--- config.mk ---
export PLATFORM = sky130hd
export DESIGN_NAME = instr_sequencer
export DESIGN_NICKNAME = d
export VERILOG_FILES = /design/src/rtl/instr_sequencer.sv
export SDC_FILE = /design/constraint.sdc
export NUM_CORES = 1
export LEC_CHECK = 0
export ABC_CLOCK_PERIOD_IN_PS = 2300
export CAP_MARGIN = 20
export CORE_MARGIN = 2
export CORE_UTILIZATION = 38
export CTS_CLUSTER_SIZE = 10
export DETAILED_ROUTE_END_ITERATION = 12
export GPL_TIMING_DRIVEN = 0
export HOLD_SLACK_MARGIN = 0.03
export PLACE_DENSITY_LB_ADDON = 0.12
export RECOVER_POWER = 50
export SLEW_MARGIN = 40
export SYNTH_ARGS = -nofsm -noshare
export SYNTH_HDL_FRONTEND = slang
export SYNTH_SLANG_ARGS = --single-unit
--- constraint.sdc ---
create_clock -name clk -period 2.3 [get_ports clk]
set_input_delay 0.46 -clock clk [delete_from_list [all_inputs] [get_ports clk]]
set_output_delay 0.46 -clock clk [all_outputs]
set_load 0.05 [all_outputs]
--- src/rtl/instr_sequencer.sv ---
// Multi-cycle control sequencer for the 9-bit-instruction datapath.
// Optional retired-instruction counter enabled by INSTR_COUNT_EN.
module instr_sequencer #(
    parameter int NREG = 8,
    parameter int IR_W = 9
) (
    input  logic            clk,
    input  logic            rst,
    input  logic            run,
    input  logic [IR_W-1:0] din,
    output logic [NREG-1:0] r_in,
    output logic            a_in,
    output logic            g_in,
    output logic            ir_in,
    output logic [3:0]      bus_sel,
    output logic            add_sub,
    output logic            busy,
    output logic            done,
    output logic            illegal,
    output logic [15:0]     instr_count
);

    typedef enum logic [1:0] {
        T0 = 2'd0,
        T1 = 2'd1,
        T2 = 2'd2,
        T3 = 2'd3
    } state_t;

    localparam logic [3:0] SEL_G   = 4'd8;
    localparam logic [3:0] SEL_DIN = 4'd9;

    state_t            state_q;
    state_t            state_d;
    logic [IR_W-1:0]   ir_q;
    logic [2:0]        op;
    logic [2:0]        rx;
    logic [2:0]        ry;
    logic [NREG-1:0]   rx_hot;

    assign op = ir_q[8:6];
    assign rx = ir_q[5:3];
    assign ry = ir_q[2:0];
    assign rx_hot = {{(NREG-1){1'b0}}, 1'b1} << rx;

    always_ff @(posedge clk or negedge rst) begin
        if (!rst) begin
            state_q <= T0;
            ir_q    <= '0;
        end else begin
            state_q <= state_d;
            if (state_q == T0 && run)
                ir_q <= din;
        end
    end

    always_comb begin
        state_d = state_q;
        r_in    = '0;
        a_in    = 1'b0;
        g_in    = 1'b0;
        ir_in   = 1'b0;
        bus_sel = 4'd0;
        add_sub = 1'b0;
        done    = 1'b0;
        illegal = 1'b0;
        busy    = (state_q != T0);
        unique case (state_q)
            T0: begin
                // gated so the strobe stays low while reset is held
                ir_in = run & rst;
                if (run)
                    state_d = T1;
            end
            T1: begin
                unique case (op)
                    3'b000: begin
                        bus_sel = {1'b0, ry};
                        r_in    = rx_hot;
                        done    = 1'b1;
                        state_d = T0;
                    end
                    3'b001: begin
                        bus_sel = SEL_DIN;
                        r_in    = rx_hot;
                        done    = 1'b1;
                        state_d = T0;
                    end
                    3'b010, 3'b011: begin
                        bus_sel = {1'b0, rx};
                        a_in    = 1'b1;
                        state_d = T2;
                    end
                    default: begin
                        illegal = 1'b1;
                        done    = 1'b1;
                        state_d = T0;
                    end
                endcase
            end
            T2: begin
                bus_sel = {1'b0, ry};
                g_in    = 1'b1;
                add_sub = op[0];
                state_d = T3;
            end
            T3: begin
                bus_sel = SEL_G;
                r_in    = rx_hot;
                done    = 1'b1;
                state_d = T0;
            end
            default: state_d = T0;
        endcase
    end

`ifdef INSTR_COUNT_EN
    logic [15:0] cnt_q;

    always_ff @(posedge clk or negedge rst) begin
        if (!rst)
            cnt_q <= '0;
        else if (done && !illegal)
            cnt_q <= cnt_q + 16'd1;
    end

    assign instr_count = cnt_q;
`else
    assign instr_count = 16'd0;
`endif

endmodule
==> results_dict.tcl <==
set metrics [dict create \
    critical_path.endpoint "ir_in" \
    area_growth_pct 52.2 \
    hold_viol 0 \
    ys_warn_count 0 \
    final_core_util_pct 63.4 \
    fin_nets 140 \
    critical_path.endpoint_type "primary output" \
    r2r_setup_slack_ps 890 \
    tightest_slew_ps 509 \
    fill_cells 163 \
    clk_latency_ps 270 \
    first_global_vias 485 \
    die_width_um 48.2 \
    critical_path_required_ps 1840 \
    status "finished clean" \
    drtIter0Drc 3 \
    whs_ps 257 \
    wirelength_mm 1.50 \
    seq_area_frac_synth_pct 37.0 \
    yosys.area.top_type "dfrtp_1" \
    antenna_left 0 \
    grt_max_degree 13 \
    slew_headroom_pct 66.0 \
    overflow 0 \
    die_h_um 48.2 \
    io-pin-count 47 \
    synth_top_cells_by_area "dfrtp_1, buf_4, mux2_2" \
    tns_ps 0 \
    maxCapViolations 0 \
    hold_class "in -> async" \
    viasPerCell 4.14 \
    grt_pass1_wl_mm 2.08 \
    antenna_found_initial 0 \
    p_comb_share_pct 63.7 \
    leakage_nw 0.603 \
    vias 630 \
    start_util_pct 41.7 \
    cts_buffer_depth 2 \
    cts_setup_buffers 0 \
    synth_seq_cells 11 \
    cp_max_fo 10 \
    drc 0 \
    period_minus_slack_ps 2220 \
    crit_chain "clkdlybuf4s50_1 -> inv_1 -> nor2_8 -> and2_1 -> clkdlybuf4s15_2" \
    die-area_sq_um 2330 \
    grt_usage_pct 13.7 \
    n_antenna_cell 0 \
    portBuffers 30 \
    dpl.hpwl_mm 1.19 \
    cts.clk_slew.worst_paths_ps 60 \
    seqCellArea_sq_um 277 \
    layout-drive-gt1-share_pct 33.1 \
    cts_root_buffer "clkbuf_4" \
    numClockSinks 11 \
    final_area_sq_um 1130 \
    p_sw_share_pct 52.6 \
    p_total_w 0.00147 \
    power_frac_seq_pct 27.4 \
    r2r_end "ir_q[6]" \
    p_per_area_nw_per_um2 1300 \
    p_int_w 0.000697 \
    place_area_sq_um 1130 \
    worstSetupPathType "in -> out" \
    cpPeakStageDelay_ps 470 \
    clockPowerShare_pct 8.9 \
    slowest_stage "clkdlybuf4s50_1" \
    wl_per_cell_um 9.85 \
    cp-startpoint "run" \
    rows 15 \
    synthCells 78 \
    cts_buffers 3 \
    setup_viol 0 \
    worstPathArrival_ps 1760 \
    fin_crit_sh_pct 96.6 \
    first_pass_iters 4 \
    ir_drop_mv 0.658 \
    multi_input_area_sq_um 392 \
    finalClockSkew_ps 0.872 \
    max_freq_ghz 0.450 \
    synth_area_sq_um 743 \
    synth_top_area_share_pct 37.0 \
    coreArea_sq_um 1780 \
    reg2reg_depth 4 \
    drv_slew 0 \
    cp-start-kind "input port" \
    synth_cell_types 21 \
    cts_tree "yes" \
    htreeDepth 1 \
    p_sw_w 0.000774 \
    avgSynthCellArea_sq_um 9.53 \
    place_congestion 0.793 \
]
## repair_timing
action	in CTS	in global routing
setup endpoints to repair	15	12
endpoints found under the hold margin	0	0
hold buffers	0	0
gates resized for setup	22	21
cloned	0	0
## cell usage in the layout, fill, tap and decap left out, drive strengths merged
master,netlist,routed
inv,2,2
a21boi,1,1
clkbuf,0,8
dlymetal6s2s,0,2
dlygate4sd2,0,5
buf,17,19
and2,3,3
mux2,9,9
or2,2,2
dfrtp,11,11
nand2,3,3
o211ai,2,2
clkdlybuf4s15,0,5
nand2b,2,2
clkdlybuf4s50,0,12
a22o,3,3
conb,1,16
a21oi,1,1
nor2b,2,2
o21ai,1,1
nor3,2,2
nor3b,1,1
nor2,14,14
a21o,1,1
## layout make-up
cell class	instances	share of cell area (%)
Buffer	17	11.3
Sequential cell	11	24.4
Clock buffer	4	2.32
Multi-Input combinational cell	63	34.6
Inverter	2	0.664
Timing Repair Buffer	30	23.9
Tap cell	25	2.77
## worst min-delay path by stage
stage          startpoint        end  slack (ps)  cells after the start
4_1_cts               rst    ir_q[8]         260                      1
3_3_place_gp      ir_q[2]    ir_q[2]         490                      1
5_1_grt               rst    ir_q[1]         270                      1
3_5_place_dp      ir_q[2]    ir_q[2]         500                      1
6_report              rst    ir_q[6]         260                      1
2_1_floorplan         rst  async pin         160                      0
## critical path: cells and delay by family
family | cells | cell delay, ps
simple gates | 2 | 360
buf+inv | 3 | 930
## power groups by stage
stage	combinational (W)	clock [W]	sequential (W)
after floorplan	0.000753	0	0.000373
after global placement	0.000981	0	0.000401
after detailed placement	0.000990	0	0.000406
after CTS	0.000958	0.000137	0.000401
after global routing	0.000998	0.000147	0.000425
final	0.000937	0.000130	0.000404
## synthesized netlist by cell type
| cell | count |
|---|---|
| o211ai_1 | 2 |
| conb_1 | 1 |
| o21ai_0 | 1 |
| or2_2 | 1 |
| a21boi_0 | 1 |
| nor3_1 | 2 |
| or2_4 | 1 |
| a22o_1 | 3 |
| nor2_1 | 13 |
| nor2_8 | 1 |
| a21o_1 | 1 |
| a21oi_1 | 1 |
| nand2_1 | 3 |
| nand2b_1 | 2 |
| and2_1 | 3 |
| buf_4 | 17 |
| dfrtp_1 | 11 |
| nor3b_2 | 1 |
| nor2b_1 | 2 |
| mux2_2 | 9 |
| inv_1 | 2 |
## flip-flops by register name, indices dropped and copies added (netlist names), named ones only
register and cells:
ir_q 9, state_q 1
## per-layer routing
metal	part of all wire [%]	track usage [%]	wire, um	vias to the layer above
met5	0	0	0	-
met1	40	15.9	604	264
met2	44	21.6	664	39
met3	13	4.07	192	4
li1	-	-	-	323
met4	2.3	9.73	35	0
## metrics by stage
stage / setup slack (ps) / std cells
2_1_floorplan: 50.0 / 93
3_3_place_gp: -440 / 148
3_5_place_dp: -451 / 148
4_1_cts: 3.86 / 152
5_1_grt: -1.86 / 152
6_report: 78.0 / 152
## cell families (layout without fill, tap and decap cells)
group | after synthesis | count (layout) | share of synthesized area, %
and+or+nand+nor | 29 | 29 | 21.7
buffers and inverters | 19 | 53 | 18.2
DFF | 11 | 11 | 37.0
AOI/OAI and AO/OA | 9 | 9 | 8.92
other | 1 | 16 | 0.505
muxes | 9 | 9 | 13.6
Power figures use the tool's default switching activity.
